### config.mk
export PLATFORM = sky130hd
export DESIGN_NAME = regfile_read_port
export DESIGN_NICKNAME = d
export VERILOG_FILES = /design/src/rtl/regfile_pkg.sv /design/src/rtl/regfile_sel.sv /design/src/rtl/regfile_read_port.sv
export SDC_FILE = /design/constraint.sdc
export NUM_CORES = 1
export LEC_CHECK = 0
export CORE_ASPECT_RATIO = 2
export CORE_MARGIN = 1.5
export CORE_UTILIZATION = 38
export CTS_CLUSTER_DIAMETER = 120
export CTS_CLUSTER_SIZE = 12
export DETAILED_ROUTE_END_ITERATION = 10
export PLACE_DENSITY = 0.84
export REMOVE_ABC_BUFFERS = 1
export SLEW_MARGIN = 20
export SYNTH_ARGS = -nofsm -noshare
export SYNTH_HDL_FRONTEND = slang
export SYNTH_HIERARCHICAL = 1
export SYNTH_SLANG_ARGS = --single-unit
### constraint.sdc
create_clock -name clk -period 2.2 [get_ports clk]
set_input_delay 0.22 -clock clk [delete_from_list [all_inputs] [get_ports clk]]
set_output_delay 0.22 -clock clk [all_outputs]
set_load 0.01 [all_outputs]
### src/rtl/regfile_pkg.sv
// regfile_pkg: shared widths for the register-file read path
package regfile_pkg;
    localparam int DATA_W  = 16;
    localparam int NREGS   = 16;
    localparam int RADDR_W = 4;
endpackage

### src/rtl/regfile_sel.sv
// regfile_sel: 16:1 register mux with same-cycle write forwarding
module regfile_sel #(
    parameter int DATA_W = regfile_pkg::DATA_W
) (
    input  logic [regfile_pkg::RADDR_W-1:0] addr,
    input  logic [DATA_W-1:0]               r0,
    input  logic [DATA_W-1:0]               r1,
    input  logic [DATA_W-1:0]               r2,
    input  logic [DATA_W-1:0]               r3,
    input  logic [DATA_W-1:0]               r4,
    input  logic [DATA_W-1:0]               r5,
    input  logic [DATA_W-1:0]               r6,
    input  logic [DATA_W-1:0]               r7,
    input  logic [DATA_W-1:0]               r8,
    input  logic [DATA_W-1:0]               r9,
    input  logic [DATA_W-1:0]               r10,
    input  logic [DATA_W-1:0]               r11,
    input  logic [DATA_W-1:0]               r12,
    input  logic [DATA_W-1:0]               r13,
    input  logic [DATA_W-1:0]               r14,
    input  logic [DATA_W-1:0]               r15,
    input  logic [DATA_W-1:0]               ALUBus,
    input  logic [regfile_pkg::NREGS-1:0]   regEnable,
    output logic [DATA_W-1:0]               sel
);
    import regfile_pkg::*;

    logic [DATA_W-1:0] w_regs [NREGS];

    assign w_regs = '{r0, r1, r2, r3, r4, r5, r6, r7, r8, r9, r10, r11, r12, r13, r14, r15};
    assign sel    = regEnable[addr] ? ALUBus : w_regs[addr];
endmodule

### src/rtl/regfile_read_port.sv
// regfile_read_port: two-operand fetch with forwarding and a one-deep tracked response stage
module regfile_read_port #(
    parameter int DATA_W = regfile_pkg::DATA_W
) (
    input  logic                            clk,
    input  logic                            reset,
    input  logic                            req_valid,
    output logic                            req_ready,
    input  logic [regfile_pkg::RADDR_W-1:0] raddr_a,
    input  logic [regfile_pkg::RADDR_W-1:0] raddr_b,
    input  logic [DATA_W-1:0]               r0,
    input  logic [DATA_W-1:0]               r1,
    input  logic [DATA_W-1:0]               r2,
    input  logic [DATA_W-1:0]               r3,
    input  logic [DATA_W-1:0]               r4,
    input  logic [DATA_W-1:0]               r5,
    input  logic [DATA_W-1:0]               r6,
    input  logic [DATA_W-1:0]               r7,
    input  logic [DATA_W-1:0]               r8,
    input  logic [DATA_W-1:0]               r9,
    input  logic [DATA_W-1:0]               r10,
    input  logic [DATA_W-1:0]               r11,
    input  logic [DATA_W-1:0]               r12,
    input  logic [DATA_W-1:0]               r13,
    input  logic [DATA_W-1:0]               r14,
    input  logic [DATA_W-1:0]               r15,
    input  logic [DATA_W-1:0]               ALUBus,
    input  logic [regfile_pkg::NREGS-1:0]   regEnable,
    output logic                            rsp_valid,
    input  logic                            rsp_ready,
    output logic [DATA_W-1:0]               op_a,
    output logic [DATA_W-1:0]               op_b,
    output logic [regfile_pkg::RADDR_W-1:0] rsp_addr_a,
    output logic [regfile_pkg::RADDR_W-1:0] rsp_addr_b
);
    import regfile_pkg::*;

    logic               r_valid;
    logic [DATA_W-1:0]  r_op_a;
    logic [DATA_W-1:0]  r_op_b;
    logic [RADDR_W-1:0] r_addr_a;
    logic [RADDR_W-1:0] r_addr_b;
    logic               w_acc;
    logic [DATA_W-1:0]  w_sel_a;
    logic [DATA_W-1:0]  w_sel_b;

    assign req_ready = !r_valid || rsp_ready;
    assign w_acc     = req_valid && req_ready;

    regfile_sel #(.DATA_W(DATA_W)) u_sel_a (
        .addr(raddr_a), .r0(r0), .r1(r1), .r2(r2), .r3(r3), .r4(r4), .r5(r5), .r6(r6), .r7(r7),
        .r8(r8), .r9(r9), .r10(r10), .r11(r11), .r12(r12), .r13(r13), .r14(r14), .r15(r15),
        .ALUBus(ALUBus), .regEnable(regEnable), .sel(w_sel_a)
    );

    regfile_sel #(.DATA_W(DATA_W)) u_sel_b (
        .addr(raddr_b), .r0(r0), .r1(r1), .r2(r2), .r3(r3), .r4(r4), .r5(r5), .r6(r6), .r7(r7),
        .r8(r8), .r9(r9), .r10(r10), .r11(r11), .r12(r12), .r13(r13), .r14(r14), .r15(r15),
        .ALUBus(ALUBus), .regEnable(regEnable), .sel(w_sel_b)
    );

    // A stalled response keeps following writes to its registers; a consumed one does not.
    always_ff @(posedge clk) begin
        if (!reset) begin
            r_valid  <= 1'b0;
            r_op_a   <= '0;
            r_op_b   <= '0;
            r_addr_a <= '0;
            r_addr_b <= '0;
        end else if (w_acc) begin
            r_valid  <= 1'b1;
            r_op_a   <= w_sel_a;
            r_op_b   <= w_sel_b;
            r_addr_a <= raddr_a;
            r_addr_b <= raddr_b;
        end else if (rsp_ready) begin
            r_valid  <= 1'b0;
        end else if (r_valid) begin
            r_op_a   <= regEnable[r_addr_a] ? ALUBus : r_op_a;
            r_op_b   <= regEnable[r_addr_b] ? ALUBus : r_op_b;
        end
    end

    assign rsp_valid  = r_valid;
    assign op_a       = r_op_a;
    assign op_b       = r_op_b;
    assign rsp_addr_a = r_addr_a;
    assign rsp_addr_b = r_addr_b;
endmodule

=== Word level (Yosys, flattened, before mapping) ===
Index checks and enable logic that the tools add are counted.

* Bits in registers: 41
* Input port bits: 300
* Word-level logic and storage cells: 49

* Order comparisons: 6
* Equal/unequal tests: 1
* Muxes and demuxes: 26
* Bitwise gates (word level): 2
* Reductions and logical operators: 9

{| class="wikitable"
|+ Operators with widths
! cell !! number
|-
| 16-bit 2-to-1 mux || 14
|-
| 16-bit binary-select mux with 4-bit select || 2
|-
| 4-bit by 5-bit < comparator with 1-bit output, second input constant || 4
|-
| 1-bit binary-select mux with 4-bit select || 4
|-
| 5-bit greater-or-equal comparator, second input constant || 2
|-
| 4-bit inverter with 5-bit output || 2
|-
| 2-bit nonzero test || 4
|-
| 1-bit 2-to-1 mux || 6
|-
| 3-bit AND reduction || 2
|-
| 2-bit by 1-bit inequality test with 1-bit output, second input constant || 1
|-
| 1-bit logical AND || 1
|-
| 1-bit logical NOT || 1
|-
| 1-bit logical OR || 1
|}

=== Longest topological paths before layout ===
Gate-level depths: netlist of run 1.

* Word-level depth: 6
* Depth in mapped cells: 10

=== By module ===
Netlist of run 1, hierarchy kept.

{| class="wikitable"
|+ By module, submodules not included
! module !! times used !! cells each !! area an instance (sq um) !! seq. area each (sq um)
|-
| regfile_sel || 2 || 162 || 2,268.4 || 0.0
|-
| regfile_read_port || 1 || 267 || 2,327.2 || 820.8
|}

=== Worst setup path before layout of run 1 ===
Ideal clock, no wire load.

* Path kind: input to register
* Start point: in raddr_a[0] in the netlist's numbering
* End point: reg r_op_a[10], in the netlist op_a[10]
* Arrival: 2.006 ns
* Data required time: 2.078 ns
* Setup slack: 0.073 ns
* Stages on the path: 9
* Buffers on the path: 2
* Cell sequence: buf_6 mux4_1 a22oi_2 nand2_4 buf_6 mux2_4 and3_1 o21ai_0 mux2i_1

* Cells in the longest elaborated chain, start to end: 6

{| class="wikitable"
|+ Ends and longest elaborated chain
! element !! line !! source
|-
| start: declaration || regfile_read_port.sv:9 || <nowiki>input logic [regfile_pkg::RADDR_W-1:0] raddr_a,</nowiki>
|-
| 4-bit inverter with 5-bit output (implied by the code) || regfile_sel.sv:31 || <nowiki>assign sel = regEnable[addr] ? ALUBus : w_regs[addr];</nowiki>
|-
| 16-bit binary-select mux with 4-bit select || regfile_sel.sv:31 ||
|-
| 16-bit 2-to-1 mux (implied by the code) (2 in series) || regfile_sel.sv:31 ||
|-
| 16-bit 2-to-1 mux (*) || regfile_sel.sv:31 ||
|-
| via w_sel_a[10] || regfile_read_port.sv:44 || <nowiki>logic [DATA_W-1:0] w_sel_a;</nowiki>
|-
| 16-bit 2-to-1 mux (*) || regfile_read_port.sv:70 || <nowiki>end else if (w_acc) begin</nowiki>
|-
| end signal: assignment || regfile_read_port.sv:72 || <nowiki>r_op_a <= w_sel_a;</nowiki>
|-
| end signal: assignment || regfile_read_port.sv:79 || <nowiki>r_op_a <= regEnable[r_addr_a] ? ALUBus : r_op_a;</nowiki>
|-
| end: declaration || regfile_read_port.sv:39 || <nowiki>logic [DATA_W-1:0] r_op_a;</nowiki>
|}

Mark *: on every way through the listed nets, which the timed path passes. The rest lies on a longest branch. The select of a mux whose other input is x is not followed.
A chain may end at the register's enable or synchronous reset.

=== Worst setup path after layout of run 1 ===
* Start point: in regEnable[4] in the netlist's numbering
* End point: reg r_op_b[15], in the netlist op_b[15]

* Cells in the longest elaborated chain, start to end: 4

{| class="wikitable"
|+ Ends and longest elaborated chain
! element !! line !! source
|-
| start: declaration || regfile_read_port.sv:28 || <nowiki>input logic [regfile_pkg::NREGS-1:0] regEnable,</nowiki>
|-
| 1-bit binary-select mux with 4-bit select || regfile_sel.sv:31 ||
|-
| 1-bit 2-to-1 mux (implied by the code) || regfile_sel.sv:31 ||
|-
| 16-bit 2-to-1 mux || regfile_sel.sv:31 ||
|-
| via w_sel_b[15] || regfile_read_port.sv:45 || <nowiki>logic [DATA_W-1:0] w_sel_b;</nowiki>
|-
| 16-bit 2-to-1 mux || regfile_read_port.sv:70 ||
|-
| end signal: assignment || regfile_read_port.sv:73 || <nowiki>r_op_b <= w_sel_b;</nowiki>
|-
| end signal: assignment || regfile_read_port.sv:80 || <nowiki>r_op_b <= regEnable[r_addr_b] ? ALUBus : r_op_b;</nowiki>
|-
| end: declaration || regfile_read_port.sv:40 || <nowiki>logic [DATA_W-1:0] r_op_b;</nowiki>
|}

The timed path passes the listed nets, and every way through them passes these cells. The select of a mux whose other input is x is not followed.

==> metrics, run 1 <==
run status complete, no violations; number of global-route vias before repair 8136; RSZ-0062 raised after global routing false; startpoint of the most critical setup path regEnable[4]; period utilisation layout 97.4%; Power Dens Cells 374 nW/µm²; synthesized flop and latch total 41; count of yosys warnings during synthesis 6; maximum fanout along the worst path 8; Layout fillers 1360; I/O Pins 342; capture point of the critical path op_b[15]; number of levels the H-tree was split into 2; distinct cell type count after synthesis 25; post-route ant nets 0; core footprint 17700 µm²; area growth from synthesis to final layout 65.3%; number of failing hold endpoints at the final stage 0; path type of the worst min-delay path in -> reg; Fin Hold WS 386 ps; detailed placer's ending HPWL 25800 µm; kind of start point of the critical path input pin; floorplan die area 18900 µm²; sequential cell area fraction in the yosys report 12.0%; Worst Max-Slew Pin Slew 642 ps; endpoint kind of the worst setup timing path register; DR iter-0 viols 557; Lkg Pwr 0.00440 µW; number of core rows 69; maximum frequency from static timing analysis 0.467 GHz; dominant synthesized flop cell dfxtp_1; required time at the endpoint of the critical path 2380 ps; Residual DRC 0; startpoint-to-endpoint class of the critical path in -> reg; global-route total usage across every layer 31.9%; final slew viol count 0; final setup skew 2.68 ps; CTS tree built; Detailed Route WL 31400 µm; arrival time worst endpoint 2320 ps; Final setup viols 0; slack of the worst reg-to-reg path 240 ps; wire length per cell 26.5 µm; first drt pass iteration count 5; average cell area after synthesis 11.6 µm²; buffers from clock root to sink, at most 2; initial core utilization 38.8%; port buffer count 341; number of stages on the worst hold path 4; Layout Nets 1269; buffer cell driving the clock tree root clkbuf_16; Congestion Overflow GR 0; DR vias/cell 6.39; Max Cap Viol 0; CTS sink cnt 41; pin count of the biggest net entering global routing 74; antenna violations before repair 2; final setup TNS 0 ps; clock input transition at the sequential cells of the worst setup and hold paths 60 ps; die width 98.0 µm; worst relative slew slack 57.2%; combined area of all synthesized cells 6860 µm²; depth of the worst register-to-register path 6; die height 193 µm; ys async rst share 0%; cts bufs inserted 5; wire length of the first global-routing pass 45700 µm; gate count after technology mapping 591; number of synthesized flops with an enable pin 0; clock latency on the worst-skew pair 290 ps; worst vdd rail ir drop 0.000347 V; Final Critical Period 2140 ps; PnR Total Power 4250 µW; terminus of the critical flop-to-flop path op_b[10]; overall via count from detail_route 7581; Worst R2R Start rsp_addr_b[1]; layout cells sized above 1 30.8%; placer's final routability congestion estimate 0.959
-- layout by cell type, fill, tap and decap left out, types with 16 or more instances in the layout --
| master | count |
|---|---|
| and3_1 | 32 |
| buf_4 | 79 |
| mux2_4 | 20 |
| a21boi_0 | 16 |
| mux2i_1 | 48 |
| mux4_2 | 140 |
| nand2_1 | 81 |
| o21ai_1 | 21 |
| clkdlybuf4s50_1 | 325 |
| dfxtp_1 | 41 |
| a22oi_1 | 64 |
| buf_12 | 18 |
-- flip-flops by register name (all words and copies together) (netlist names) --
signal and count:
rsp_addr_b 4, rsp_addr_a 4, op_b 16, op_a 16, rsp_valid 1
-- logic make-up (layout without fill, tap and decap cells) --
kind of cell           Yosys count  count (layout)  share of synthesized area [%]
buffers and inverters           72             449                           6.42
flip-flops                      41              41                           12.0
AO/OA/AOI/OAI                  126             126                           13.0
multiplexers                   220             220                           59.6
other                            0               3                              0
AND/OR/NAND/NOR                132             134                           9.04
-- report_power, final --
part	leakage (µW)	internal, µW	total, µW	switching [µW]
sequential	0.000338	809	853	44.3
clock	0.0000944	655	980	325
combinational	0.00397	1480	2410	934
-- timing repair --
action                     in CTS  in global routing
gates resized for setup         9                 39
setup endpoints to repair      32                 32
pin swaps                       6                  3
hold buffers                    0                  0
buffers inserted                6                  0
cloned                          2                  0
-- layout make-up --
type | instances | area (µm²) | share of cell area (%)
diodes | 3 | 7.51 | 0.0661
well taps | 213 | 267 | 2.35
multi-input cells | 480 | 5650 | 49.8
repair buffers | 440 | 4400 | 38.8
flip-flops and latches | 41 | 821 | 7.23
inverters | 1 | 3.75 | 0.0331
clock buffers | 5 | 125 | 1.10
clock inverters | 3 | 68.8 | 0.606
-- critical path, cell delays in order --
cell	delay, ps
clkdlybuf4s50_1	450
mux4_2	500
a22oi_2	180
buf_6	170
nand2_8	110
mux2_2	290
and3_1	150
o21ai_0	140
mux2i_1	90
-- metrics by stage --
stage / util (%) / setup WS [ps] / cells / area (µm²)
2_1_floorplan: - / 61.2 / 520 / 6430
3_3_place_gp: 62.3 / -353 / 1167 / 11000
3_5_place_dp: 62.3 / -404 / 1167 / 11000
4_1_cts: 63.9 / 6.20 / 1183 / 11300
5_1_grt: 64.1 / 2.44 / 1185 / 11300
6_report: 64.1 / 57.8 / 1186 / 11300
-- layer usage --
layer  wire length (µm)  up-vias  GRT usage [%]
met5                  0        -              0
met1               9890     3648           33.1
li1                   -     3211              -
met2              16700      569           58.8
met4               2410        0           21.4
met3               2440      153           4.72
-- synthesized netlist by cell type (all sizes together), types with 2 or more instances --
cell    number  area, µm²
a21boi      24        180
a221o        2       20.0
a22oi       68        531
and2         6       37.5
and3        32        200
buf         41        324
clkbuf      30        113
dfxtp       41        821
mux2        32        435
mux2i       48        480
mux4       140       3180
nand2       83        327
nor2         5       18.8
nor2b        5       31.3
o21ai       32        160
-- worst min-delay path by stage --
stage	startpoint	endpoint	slack (ps)
after floorplan	reset	rsp_valid	340
after global placement	op_a[5]	op_a[5]	450
after CTS	raddr_b[2]	rsp_addr_b[2]	380
after global routing	raddr_b[2]	rsp_addr_b[2]	410
final	raddr_b[2]	rsp_addr_b[2]	390
after detailed placement	op_b[5]	op_b[5]	450
(Power assumes the default switching activity.)
==> run 2: changes to the inputs <==
Settings changed: PLACE_DENSITY 0.84 to 0.8.
==> run 2 against run 1 <==
Compared with the run above: final cell count shrank 1.3%; via count shrank 4.2%; wire length shrank 6.7%; utilization shrank 0.99 points; maximum frequency shrank 1.5%.
==> metrics, run 2 (synthesis results as in run 1) <==
depth of the worst register-to-register path 6; wire length of the first global-routing pass 42100 µm; buffers from clock root to sink, at most 2; number of global-route vias before repair 7635; kind of start point of the critical path input pin; post-route ant nets 0; clock latency on the worst-skew pair 290 ps; maximum fanout along the worst path 5; initial core utilization 38.8%; Min-Delay Endpoint rsp_addr_b[2]; path type of the worst min-delay path in -> reg; DR iter-0 viols 322; final setup skew 4.52 ps; total non-filler cell area in the finished layout 11200 µm²; sequential standard cell area 821 µm²; Final setup viols 0; endpoint kind of the worst setup timing path register; Layout Nets 1247; worst relative slew slack 56.3%; Layout fillers 1389; Final Critical Period 2170 ps; required time at the endpoint of the critical path 2370 ps; first drt pass iteration count 4; placement-stage cell area 10800 µm²; buffer cell driving the clock tree root clkbuf_16; Fin Hold WS 387 ps; most frequent standard cell in the layout excluding fill and tap cells clkdlybuf4s50_1; Congestion Overflow GR 0; final slew viol count 0; number of core rows 69; global-route total usage across every layer 29.6%; overall via count from detail_route 7262; die width 98.0 µm; Worst R2R Start rsp_addr_a[1]; Residual DRC 0; slack of the worst reg-to-reg path 270 ps; clock input transition at the sequential cells of the worst setup and hold paths 60 ps; number of stages on the worst hold path 4; layout cells sized above 1 29.3%; cts bufs inserted 5; Power Dens Cells 364 nW/µm²; placer's final routability congestion estimate 0.925; Max Cap Viol 0; RSZ-0062 raised after global routing false; core footprint 17700 µm²; die height 193 µm; area growth from synthesis to final layout 62.8%; Worst Max-Slew Pin Slew 655 ps; final setup TNS 0 ps; I/O Pins 342; run status complete, no violations; floorplan die area 18900 µm²; period utilisation layout 98.8%; CTS sink cnt 41; startpoint of the tightest hold check path raddr_b[2]; terminus of the critical flop-to-flop path op_a[15]; startpoint-to-endpoint class of the critical path in -> reg; pin count of the biggest net entering global routing 74; wire length per cell 25.0 µm; Lkg Pwr 0.00427 µW; Detailed Route WL 29300 µm; utilization after layout 63.1%; number of failing hold endpoints at the final stage 0; port buffer count 341; top library cells by usage in the layout, fill and taps aside 322 x clkdlybuf4s50_1, 140 x mux4_2, 81 x nand2_1; CTS tree built; maximum frequency from static timing analysis 0.460 GHz; DR vias/cell 6.21; detailed placer's ending HPWL 23800 µm; worst vdd rail ir drop 0.000355 V; antenna violations before repair 7; number of levels the H-tree was split into 2; arrival time worst endpoint 2350 ps; total area of multi-input combinational cells 5630 µm²
[run 2: cell count changes in the layout (fill, tap and decap cells not counted), moves of 2 or more]
cell / delta
buf_4: -22
o21ai_1: -9
o21ai_0: +8
diode_2: +6
dlygate4sd2_1: +6
buf_12: +3
clkdlybuf4s50_1: -3
dlymetal6s2s_1: -3
buf_6: -2
nand2_8: -2
[run 2: worst max-delay path: stages]
cell,delay (ps)
clkdlybuf4s50_1,460
mux4_2,480
a22oi_2,200
nand2_4,130
buf_4,170
mux2_4,280
and3_1,130
o21ai_0,150
mux2i_1,110
[run 2: metrics by stage]
stage | total power (µW) | instances | setup WS (ps)
2_1_floorplan | 1870 | 520 | 61.2
3_3_place_gp | 3090 | 1139 | -373
3_5_place_dp | 3130 | 1139 | -439
4_1_cts | 4020 | 1154 | 0.411
5_1_grt | 4230 | 1168 | 6.26
6_report | 4060 | 1170 | 26.1
[run 2: worst max path at each step]
| stage | from | to | slack, ps | cells past startpoint |
|---|---|---|---|---|
| global placement | regEnable[1] | op_a[10] | -370 | 8 |
| global route | regEnable[14] | op_b[5] | 6 | 9 |
| CTS | regEnable[15] | op_b[4] | 0.4 | 9 |
| detailed placement | regEnable[1] | op_b[7] | -440 | 8 |
| finish | regEnable[14] | op_b[9] | 30 | 9 |
| floorplan | raddr_a[3] | op_a[15] | 60 | 7 |
[run 2: power breakdown]
group | internal (µW) | switching (µW)
sequential | 809 | 42.7
combinational | 1460 | 892
clock | 537 | 323
total | 2800 | 1260
[run 2: metal layers]
layer  GRT usage (%)  part of all wire, %  vias to the layer above
li1                -                    -                     3167
met1            31.2                   33                     3567
met2            55.3                   55                      423
met3            4.07                  6.8                      105
met4            17.6                  5.7                        0
met5               0                    0                        -
[run 2: layout make-up]
| type | instances | area share [%] |
|---|---|---|
| repair buffers | 419 | 38.1 |
| diodes | 9 | 0.202 |
| multi-input cells | 479 | 50.4 |
| flip-flops and latches | 41 | 7.35 |
| well taps | 213 | 2.38 |
| clock inverters | 3 | 0.414 |
| clock buffers | 5 | 1.12 |
| inverters | 1 | 0.0336 |
[run 2: what timing repair did]
action                                  in CTS  in global routing
endpoints found under the setup margin      32                 30
gates resized for setup                     11                 28
cloned                                       1                  0
pin swaps                                    6                  4
hold buffers                                 0                  0
buffers inserted                             6                  7
endpoints found under the hold margin        0                  0
==> run 3: changes to the inputs <==
Settings changed: CORE_AREA from default to 2 2 133 135, CORE_ASPECT_RATIO 2 to default, CORE_MARGIN 1.5 to default, CORE_UTILIZATION 38 to default, DIE_AREA from default to 0 0 135 137, DONT_BUFFER_PORTS from default to 1, PLACE_DENSITY 0.8 to default, SYNTH_HIERARCHICAL 1 to default.
==> run 3 against run 2 <==
Compared with the run above: final cell count shrank 44%; wire length shrank 25%; register-to-register slack lost 120 ps; flip-flop and latch count is the same; sequential share of layout area grew 5.8 points; global-route usage shrank 6.7 points; clock power shrank 6.6%; sequential power grew 7.3%; worst setup slack gained 120 ps; design area shrank 44%; critical path type is now reg -> reg.
==> metrics, run 3 <==
run status complete, no violations; sequential cell area fraction in the yosys report 13.9%; worst relative slew slack 25.2%; number of synthesized flops with an enable pin 0; post-route ant nets 0; fraction of synthesized cell area taken by the top area cell type 54.8%; Layout Nets 727; ys async rst share 0%; Final setup viols 0; DR iter-0 viols 392; die width 135 µm; kind of start point of the critical path register; slack of the worst reg-to-reg path 150 ps; internal power contribution 1910 µW; PnR Total Power 2690 µW; period utilisation layout 93.2%; switching share of power 29.1%; utilization after layout 36.6%; pin count of the biggest net entering global routing 70; distinct cell type count after synthesis 23; Max stage delay on crit path 550 ps; first drt pass iteration count 7; worst vdd rail ir drop 0.000224 V; placer's final routability congestion estimate 0.837; DR vias/cell 7.39; number of failing hold endpoints at the final stage 0; Final Critical Period 2050 ps; Layout fillers 1630; arrival time worst endpoint 2260 ps; Lkg Pwr 0.00211 µW; wire length of the first global-routing pass 31500 µm; antenna violations before repair 0; area growth from synthesis to final layout 5.53%; Net Switching 784 µW; Power Dens Cells 431 nW/µm²; Max Cap Viol 0; ordered list of cells on the worst path mux4_2 > mux2i_1 > mux2_2 > o211a_4 > o2bb2ai_1; Synth top cells by count 144 x mux4_2, 64 x a22oi_1, 53 x nand2_1; power share of the clock group 29.8%; I/O Pins 342; RSZ-0062 raised after global routing false; path type of the worst min-delay path in -> reg; gate count after technology mapping 457; initial core utilization 34.7%; layout cells sized above 1 43.5%; combinational power share 36.3%; sequential standard cell area 821 µm²; area leader, netlist mux4_2; Detailed Route WL 22100 µm; detailed placer's ending HPWL 16400 µm; total non-filler cell area in the finished layout 6250 µm²; die height 137 µm; count of yosys warnings during synthesis 0; Residual DRC 0; final slew viol count 0; number of core rows 48; Area contributors post-synth mux4_2 55%, dfxtp_1 14%, a22oi_1 8.1%; combined area of all synthesized cells 5920 µm²; core footprint 17100 µm²; floorplan die area 18500 µm²; buffer cell driving the clock tree root clkbuf_16; Congestion Overflow GR 0; clock input transition at the sequential cells of the worst setup and hold paths 70 ps; top library cells by usage in the layout, fill and taps aside 144 x mux4_2, 64 x a22oi_1, 53 x nand2_1; endpoint kind of the worst setup timing path register; placement-stage cell area 6080 µm²; Worst Max-Slew Pin Slew 1120 ps; startpoint-to-endpoint class of the critical path reg -> reg; buffers from clock root to sink, at most 2; portion of total power attributed to sequential cells 33.9%; dominant synthesized flop cell dfxtp_1; maximum fanout along the worst path 16; total area of multi-input combinational cells 4840 µm²; wire length per cell 33.8 µm; slowest stage cell, crit path mux4_2; required time at the endpoint of the critical path 2410 ps; cts bufs inserted 5; maximum frequency from static timing analysis 0.488 GHz; final setup TNS 0 ps; global-route total usage across every layer 22.9%; port buffer count 0; leading cell type by number of instances after synthesis mux4_2; CTS tree built; count of antenna diodes in the layout 0; clock latency on the worst-skew pair 290 ps; number of global-route vias before repair 5363; overall via count from detail_route 4827; buffers inserted during post-CTS setup optimization 0; CTS sink cnt 41; hold buffers post-CTS 0; most frequent standard cell in the layout excluding fill and tap cells mux4_2; final setup skew 12.1 ps; number of levels the H-tree was split into 2; synthesized flop and latch total 41; average cell area after synthesis 13.0 µm²
## run 3: cell count changes after synthesis, sizes merged, moves of 4 or more
cell	change
clkbuf	-10
nand2	-30
and3	-32
o2bb2ai	+32
a21boi	-16
mux2i	-12
buf	-5
mux4	+4
o21ai	-31
mux2	-30
## run 3: power by group through the flow
stage	registers, µW	logic [µW]	clock network [µW]
floorplan	899	786	0
global placement	929	963	0
detailed placement	929	971	0
CTS	913	978	839
global route	920	1040	863
finish	913	977	803
## run 3: kinds of logic after synthesis
logic type / synth area share [%]
multiplexers: 61.2
AO/OA/AOI/OAI: 15.0
AND/OR/NAND/NOR: 5.05
buffers and inverters: 4.92
flip-flops: 13.9
## run 3: cell type report
type	count	area share [%]
clock buffers	7	2.44
clock inverters	1	0.0801
inverters	2	0.120
multi-input cells	358	77.4
flip-flops and latches	41	13.1
well taps	225	4.50
repair buffers	19	2.28
## run 3: critical path: cells and delay by family (launching register included)
kind / cells / cell delay, ps
AOI/OAI and AO/OA: 2 / 520
DFF: 1 / 510
muxes: 3 / 920
## run 3: final timing paths
kind,startpoint,end,depth (start not counted)
setup / recovery,rsp_addr_a[0],op_a[3],5
hold / removal,reset,rsp_addr_b[2],1
setup reg to reg,rsp_addr_a[0],op_a[3],5
hold reg to reg,op_a[2],op_a[2],1
## run 3: through the flow
step / instances / setup WS, ps / hold WS, ps
after floorplan: 401 / 327 / 365
after global placement: 645 / 4.98 / 371
after detailed placement: 645 / -37.5 / 379
after CTS: 653 / 161 / 68.3
after global routing: 653 / 16.9 / 59.6
final: 653 / 150 / 72.3
## run 3: what timing repair did
item,in CTS,in global routing
endpoints found under the hold margin,0,0
resized for setup,2,0
setup endpoints to repair,17,0
## run 3: metal layers
metal | wire length [µm] | up-vias | GRT usage (%)
li1 | - | 1945 | -
met1 | 7170 | 2447 | 25.3
met2 | 11600 | 375 | 41.5
met3 | 2580 | 60 | 7.37
met4 | 701 | 0 | 7.87
met5 | 0 | - | 0
